File: src/rtl/heading_integrator_p.sv
// Gyro heading integrator: calibrates the yaw-rate offset, then offset-compensates,
// scales and integrates yaw rate into a wrapping signed heading.
module heading_integrator_p #(
  parameter int DATA_W      = 16,
  parameter int CAL_LOG2    = 11,
  parameter int HEAD_W      = 12,
  parameter int FRAC_W      = 15,
  parameter int SCALE_NUM   = 31,
  parameter int SCALE_SHIFT = 5,
  parameter int FUSION_GAIN = 12288,
  parameter int ERR_LIM     = 8192
) (
  input  logic              clk,
  input  logic              rst,
  input  logic              strt_cal,
  input  logic              vld,
  input  logic [DATA_W-1:0] yaw_rt,
  input  logic              lftIR,
  input  logic              rghtIR,
  input  logic              moving,
  input  logic              ld_hdg,
  input  logic [HEAD_W-1:0] hdg_val,
  output logic              cal_busy,
  output logic              cal_done,
  output logic              cal_err,
  output logic              rdy,
  output logic [HEAD_W-1:0] heading
);

  localparam int CW = DATA_W + 3;
  localparam int AW = CW + CAL_LOG2;
  localparam int IW = HEAD_W + FRAC_W;
  localparam int PW = CW + SCALE_SHIFT;

  localparam logic signed [DATA_W:0] LIM_POS = (DATA_W + 1)'(ERR_LIM);
  localparam logic signed [DATA_W:0] LIM_NEG = (DATA_W + 1)'(-ERR_LIM);
  localparam logic [IW-1:0]          FUS_POS = IW'(FUSION_GAIN);
  localparam logic [IW-1:0]          FUS_NEG = IW'(-FUSION_GAIN);
  localparam logic [PW-1:0]          SCALE_K = PW'(SCALE_NUM);

  typedef enum logic [1:0] {
    ST_IDLE = 2'd0,
    ST_CAL  = 2'd1,
    ST_RUN  = 2'd2
  } state_t;

  state_t              state_q;
  logic [CAL_LOG2-1:0] cnt_q;
  logic [AW-1:0]       acc_q;
  logic [CW-1:0]       yaw_off_q;
  logic                cal_busy_q;
  logic                cal_done_q;
  logic                cal_err_q;

  logic                v1_q, v2_q, rdy_q;
  logic [CW-1:0]       comp_q, comp_d;
  logic [CW-1:0]       scaled_q, scaled_d;
  logic [IW-1:0]       integ_q, integ_d;

  logic [CW-1:0]       yaw_sh;
  logic signed [DATA_W:0] yaw_x;
  logic                range_bad;
  logic                cal_smp;
  logic                cal_last;
  logic [AW-1:0]       acc_sum;
  logic [PW-1:0]       comp_ext;
  logic [PW-1:0]       prod;
  logic [IW-1:0]       scaled_ext;
  logic [IW-1:0]       fus;
  logic                unused_prod_lsbs;

  // S1: offset compensation (raw shifted rate while calibrating)
  assign yaw_sh = {yaw_rt, 3'b000};

  always_comb begin
    comp_d = yaw_sh;
    if (state_q == ST_RUN) begin
      comp_d = yaw_sh - yaw_off_q;
    end
  end

  assign yaw_x     = $signed({yaw_rt[DATA_W-1], yaw_rt});
  assign range_bad = (yaw_x > LIM_POS) || (yaw_x < LIM_NEG);
  assign cal_smp   = vld && (state_q == ST_CAL);
  assign cal_last  = cal_smp && (cnt_q == '1);
  assign acc_sum   = acc_q + {{CAL_LOG2{comp_d[CW-1]}}, comp_d};

  // S2: the low CW bits of (comp*SCALE_NUM)>>>SCALE_SHIFT are product bits [PW-1:SCALE_SHIFT]
  assign comp_ext         = {{SCALE_SHIFT{comp_q[CW-1]}}, comp_q};
  assign prod             = comp_ext * SCALE_K;
  assign scaled_d         = prod[PW-1:SCALE_SHIFT];
  assign unused_prod_lsbs = ^prod[SCALE_SHIFT-1:0];

  // S3: integration with guardrail fusion
  assign scaled_ext = {{(IW - CW){scaled_q[CW-1]}}, scaled_q};

  always_comb begin
    fus = '0;
    case ({lftIR, rghtIR})
      2'b10:   fus = FUS_POS;
      2'b01:   fus = FUS_NEG;
      default: fus = '0;
    endcase
  end

  always_comb begin
    integ_d = integ_q;
    if ((state_q != ST_RUN) || strt_cal) begin
      integ_d = '0;
    end else if (ld_hdg) begin
      integ_d = {hdg_val, {FRAC_W{1'b0}}};
    end else if (v2_q && moving) begin
      integ_d = integ_q + scaled_ext + fus;
    end
  end

  always_ff @(posedge clk) begin
    if (rst) begin
      v1_q     <= 1'b0;
      v2_q     <= 1'b0;
      rdy_q    <= 1'b0;
      comp_q   <= '0;
      scaled_q <= '0;
      integ_q  <= '0;
    end else begin
      v1_q  <= vld;
      v2_q  <= v1_q;
      rdy_q <= v2_q;
      if (vld) begin
        comp_q <= comp_d;
      end
      if (v1_q) begin
        scaled_q <= scaled_d;
      end
      integ_q <= integ_d;
    end
  end

  // Control FSM; a restart request outranks the final calibration sample
  always_ff @(posedge clk) begin
    if (rst) begin
      state_q    <= ST_IDLE;
      cnt_q      <= '0;
      acc_q      <= '0;
      yaw_off_q  <= '0;
      cal_busy_q <= 1'b0;
      cal_done_q <= 1'b0;
      cal_err_q  <= 1'b0;
    end else begin
      cal_done_q <= 1'b0;
      case (state_q)
        ST_IDLE: begin
          if (strt_cal) begin
            state_q    <= ST_CAL;
            cal_busy_q <= 1'b1;
            cnt_q      <= '0;
            acc_q      <= '0;
            cal_err_q  <= 1'b0;
          end
        end
        ST_CAL: begin
          if (strt_cal) begin
            cnt_q     <= '0;
            acc_q     <= '0;
            cal_err_q <= 1'b0;
          end else if (cal_smp) begin
            if (range_bad) begin
              cal_err_q <= 1'b1;
            end
            if (cal_last) begin
              yaw_off_q  <= acc_sum[AW-1:CAL_LOG2];
              state_q    <= ST_RUN;
              cal_busy_q <= 1'b0;
              cal_done_q <= 1'b1;
              cnt_q      <= '0;
              acc_q      <= '0;
            end else begin
              cnt_q <= cnt_q + CAL_LOG2'(1);
              acc_q <= acc_sum;
            end
          end
        end
        ST_RUN: begin
          if (strt_cal) begin
            state_q    <= ST_CAL;
            cal_busy_q <= 1'b1;
            cnt_q      <= '0;
            acc_q      <= '0;
            cal_err_q  <= 1'b0;
          end
        end
        default: begin
          state_q    <= ST_IDLE;
          cal_busy_q <= 1'b0;
        end
      endcase
    end
  end

  assign cal_busy = cal_busy_q;
  assign cal_done = cal_done_q;
  assign cal_err  = cal_err_q;
  assign rdy      = rdy_q;
  assign heading  = integ_q[IW-1:FRAC_W];

endmodule

File: config.mk
export PLATFORM = sky130hd
export DESIGN_NAME = heading_integrator_p
export DESIGN_NICKNAME = d
export VERILOG_FILES = /design/src/rtl/heading_integrator_p.sv
export SDC_FILE = /design/constraint.sdc
export NUM_CORES = 1
export LEC_CHECK = 0
export BUFFER_PORTS_ARGS = -buffer_cell sky130_fd_sc_hd__clkbuf_2
export CORE_ASPECT_RATIO = 1.1
export CORE_MARGIN = 2
export CORE_UTILIZATION = 64
export CTS_CLUSTER_DIAMETER = 120
export DETAILED_ROUTE_END_ITERATION = 6
export GPL_ROUTABILITY_DRIVEN = 0
export PLACE_DENSITY = 0.82
export SYNTH_ARGS = -nofsm -noshare
export SYNTH_HDL_FRONTEND = slang
export SYNTH_SLANG_ARGS = --single-unit
File: constraint.sdc
create_clock -name clk -period 5.95 [get_ports clk]
set_input_delay 0.595 -clock clk [delete_from_list [all_inputs] [get_ports clk]]
set_output_delay 0.595 -clock clk [all_outputs]
set_load 0.02 [all_outputs]
==> results by group <==
Critical path
  • Crit. End Element: flop
  • CP arrival: 5.02 ns
  • R2R cell count: 21
  • Critical Path RT: 6.27 ns
  • CP Max Fanout: 5
  • Critical path origin: yaw_off_q[3]
  • CP Launch Type: flop
  • Worst R2R Setup Slack: 1.25 ns
  • R2R Path Start: yaw_off_q[3]
  • Worst Path Class, Setup: reg2reg
  • Crit path to: yaw_off_q[18]
  • R2r endpoint: yaw_off_q[18]

Placement
  • Worst slack at placement: between 1 and 1.5 ns
  • Placed insts: 1574
  • # port buffers: 51
  • Hpwl dp: 19100 um

Finish
  • Final Non-Filler Cells: 1605
  • Area growth syn-to-layout: 8.58%
  • Layout cells sized above 1: 8.49%
  • Nets@finish: approximately 1600
  • ANT cells: 0
  • Multi-input logic area: 8120 um2
  • FF/Latch Area: around 2700 um2
  • Fill cells: 1348

Synthesis
  • Mapped Area: between 10000 and 15000 um2
  • Synth Area per Inst: 8.59 um2
  • Synth Flop Type: dfxtp_1
  • Seq/Total Area, Yosys: 23.2%
  • Number of unique standard cell types used by synthesis: 74
  • Number of synthesized flops with an enable pin: 0
  • Synth async-reset ratio: 0%
  • Share of Yosys cell area claimed by the top area cell type: approximately 23%
  • Yosys reg bits: 133
  • Top post-synthesis cells by count: dfxtp_1, ha_1, nand2_1
  • Yosys synthesis warning count: 0
  • Syn Inst Count: 1336
  • Synth area leader: dfxtp_1
  • Most numerous cell in the Yosys netlist: dfxtp_1
  • Dominant cells by area after synthesis: dfxtp_1, ha_1, fa_1
  • Syn_nets: 1570

Clock tree
  • Post-CTS Setup Bufs: 0
  • Root Buffer: clkbuf_16
  • Post-CTS Hold Buffers: 0
  • CTS tree: done
  • Clk slew on worst S/H paths: 0.06 ns
  • Maximum buffer depth of the clock tree: 2
  • # H-tree levels: 4
  • CTS Buf Count: 17
  • Insertion delay to the later sink of the worst-skew pair: between 0.4 and 0.5 ns
  • TritonCTS Sinks: 133
  • Number of gates resized after cts: 0

Global route
  • Overflow after GRT: 0
  • Largest net degree at the start of global routing: 90
  • Initial antenna violation count: 0
  • Number of global-route vias before repair: 9136
  • GRT Total Usage: 27.3%
  • First-pass GRT wire length: 42800 um

Floorplanning
  • Die Ht: 144 um
  • Starting Density: 65.1%
  • Rows: just over 50
  • Core ar.: ~18000 um2
  • Die width: 132 um
  • Die area: approximately 19000 um2
  • # IOs: 52

Pwr
  • Pwr Total: roughly 3.0 mW
  • Static leakage: 5.87 nW
  • Comb power frac: 29.7%
  • Pint: between 2 and 2.5 mW
  • Maximum vdd drop: 0.000217 V
  • Flop pwr share: 32.1%
  • PD cells: 243 nW/um2
  • Sw Ratio: between 30 and 40%
  • NetSw: 0.938 mW
  • Clock power share: 38.2%

Route
  • Met3 wire len: 1070 um
  • Final antenna-violating net count: 0
  • Routed met1 length: 11300 um
  • Highest routed metal layer: met4
  • Met2 wire len: 12700 um
  • Initial DRC count: 546
  • DRC viols: 0
  • Routed len/inst: about 16 um
  • Total wire length: 25600 um
  • Via density: around 5.9
  • Drt pass-1 iters: 5
  • Vias: roughly 9500

STA
  • Final hold violations: 0
  • Setup Viol. Count Final: 0
  • Fin Hold WS: a little under 0.4 ns
  • Fmax: between 0.2 and 0.25 GHz
  • Final Worst Setup Slack: 1.25 ns
  • Unrepaired setup endpoints after global routing: no
  • Relative slew slack: 36.8%
  • Tightest Pin Transition: about 0.95 ns
  • Period utilization: about four fifths
  • Tmin final: 4.70 ns
  • Clock Skew: around 0.012 ns
  • Setup TNS Final: 0 ns
  • Final Max Tran Viols: 0

Outcome
  • Status: complete, no violations

Flow run
  • Max Cap Viol: 0

Worst hold path
  • Worst min path class: in2reg
logic make-up (layout without fill, tap and decap cells):
kind of cell	count (synthesis)	after routing	synth area share, %
AND/OR/NAND/NOR	363	363	14.9
AO/OA/AOI/OAI	353	353	20.7
adder cells (fa/ha/maj)	198	198	25.9
multiplexers	28	28	2.45
XOR/XNOR	89	89	6.80
flip-flops	133	133	23.2
buffers and inverters	172	203	6.04
critical path: stages (launching register included):
cell and delay, ns:
dfxtp_1 0.32, inv_1 0.04, ha_1 0.35, nor4b_1 0.27, o21ai_0 0.16, a21oi_1 0.24
o21ai_0 0.13, a21boi_0 0.27, nor3_1 0.10, o21bai_1 0.18, xnor2_1 0.16, o21ai_0 0.11
ha_1 0.37, nand2_1 0.12, nor2_1 0.07, a311oi_1 0.31, o21ai_2 0.15, a221o_1 0.41
a211oi_2 0.22, o21ai_0 0.18, and2_4 0.21, o311ai_2 0.23
metrics by stage:
| step | cell area (um2) | utilization, % |
|---|---|---|
| after floorplan | 11500 | - |
| after global placement | 11800 | 67.1 |
| after detailed placement | 11800 | 67.1 |
| after CTS | 12500 | 70.7 |
| after global routing | 12500 | 70.7 |
| final | 12500 | 70.7 |
layer usage:
| layer | GRT usage (%) | up-vias |
|---|---|---|
| li1 | - | 4714 |
| met1 | 34.0 | 4509 |
| met2 | 48.7 | 231 |
| met3 | 3.82 | 42 |
| met4 | 9.90 | 0 |
| met5 | 0 | - |
state kept, by name, indices dropped and copies added (netlist names):
name	flops
v2_q	1
cal_done	1
cal_busy	1
v1_q	1
comp_q	19
scaled_q	19
cnt_q	11
cal_err	1
acc_q	30
yaw_off_q	19
state_q	2
integ_q	27
rdy	1
cells in the final DEF, fill, tap and decap left out, types with 18 or more instances in the layout:
cell / n
xor2_1: 32
nand2_1: 122
a21o_1: 50
a22oi_1: 25
inv_1: 112
nor2_1: 113
xnor2_1: 57
clkbuf_2: 50
dfxtp_1: 133
mux2i_1: 27
a21oi_1: 90
fa_1: 66
nand4_1: 18
nor3_1: 18
o21ai_0: 57
ha_1: 132
final cells by class:
type	count	share of cell area, %
Clock inverter	10	1.43
Timing Repair Buffer	59	2.53
Sequential cell	133	21.4
Clock buffer	21	3.70
Tap cell	238	2.39
Inverter	113	3.41
Multi-Input combinational cell	1031	65.2
how the worst min path moves through the flow:
stage                     cells after the start           end  slack [ns]         start
final                                         3   integ_q[19]        0.40    hdg_val[4]
after detailed placement                      2  yaw_off_q[3]        0.45  yaw_off_q[3]
after floorplan                               2   integ_q[12]        0.43   integ_q[12]
after global placement                        2   integ_q[12]        0.44   integ_q[12]
after CTS                                     3   integ_q[19]        0.38    hdg_val[4]
after global routing                          3   integ_q[26]        0.42   hdg_val[11]
power by group through the flow:
stage	Clock (mW)	Sequential [mW]	Combinational, mW
floorplan	0	0.976	0.716
global placement	0	0.986	0.844
detailed placement	0	0.988	0.883
CTS	1.17	0.970	0.897
global route	1.20	0.975	1.01
finish	1.16	0.970	0.896
(Power assumes the default switching activity.)
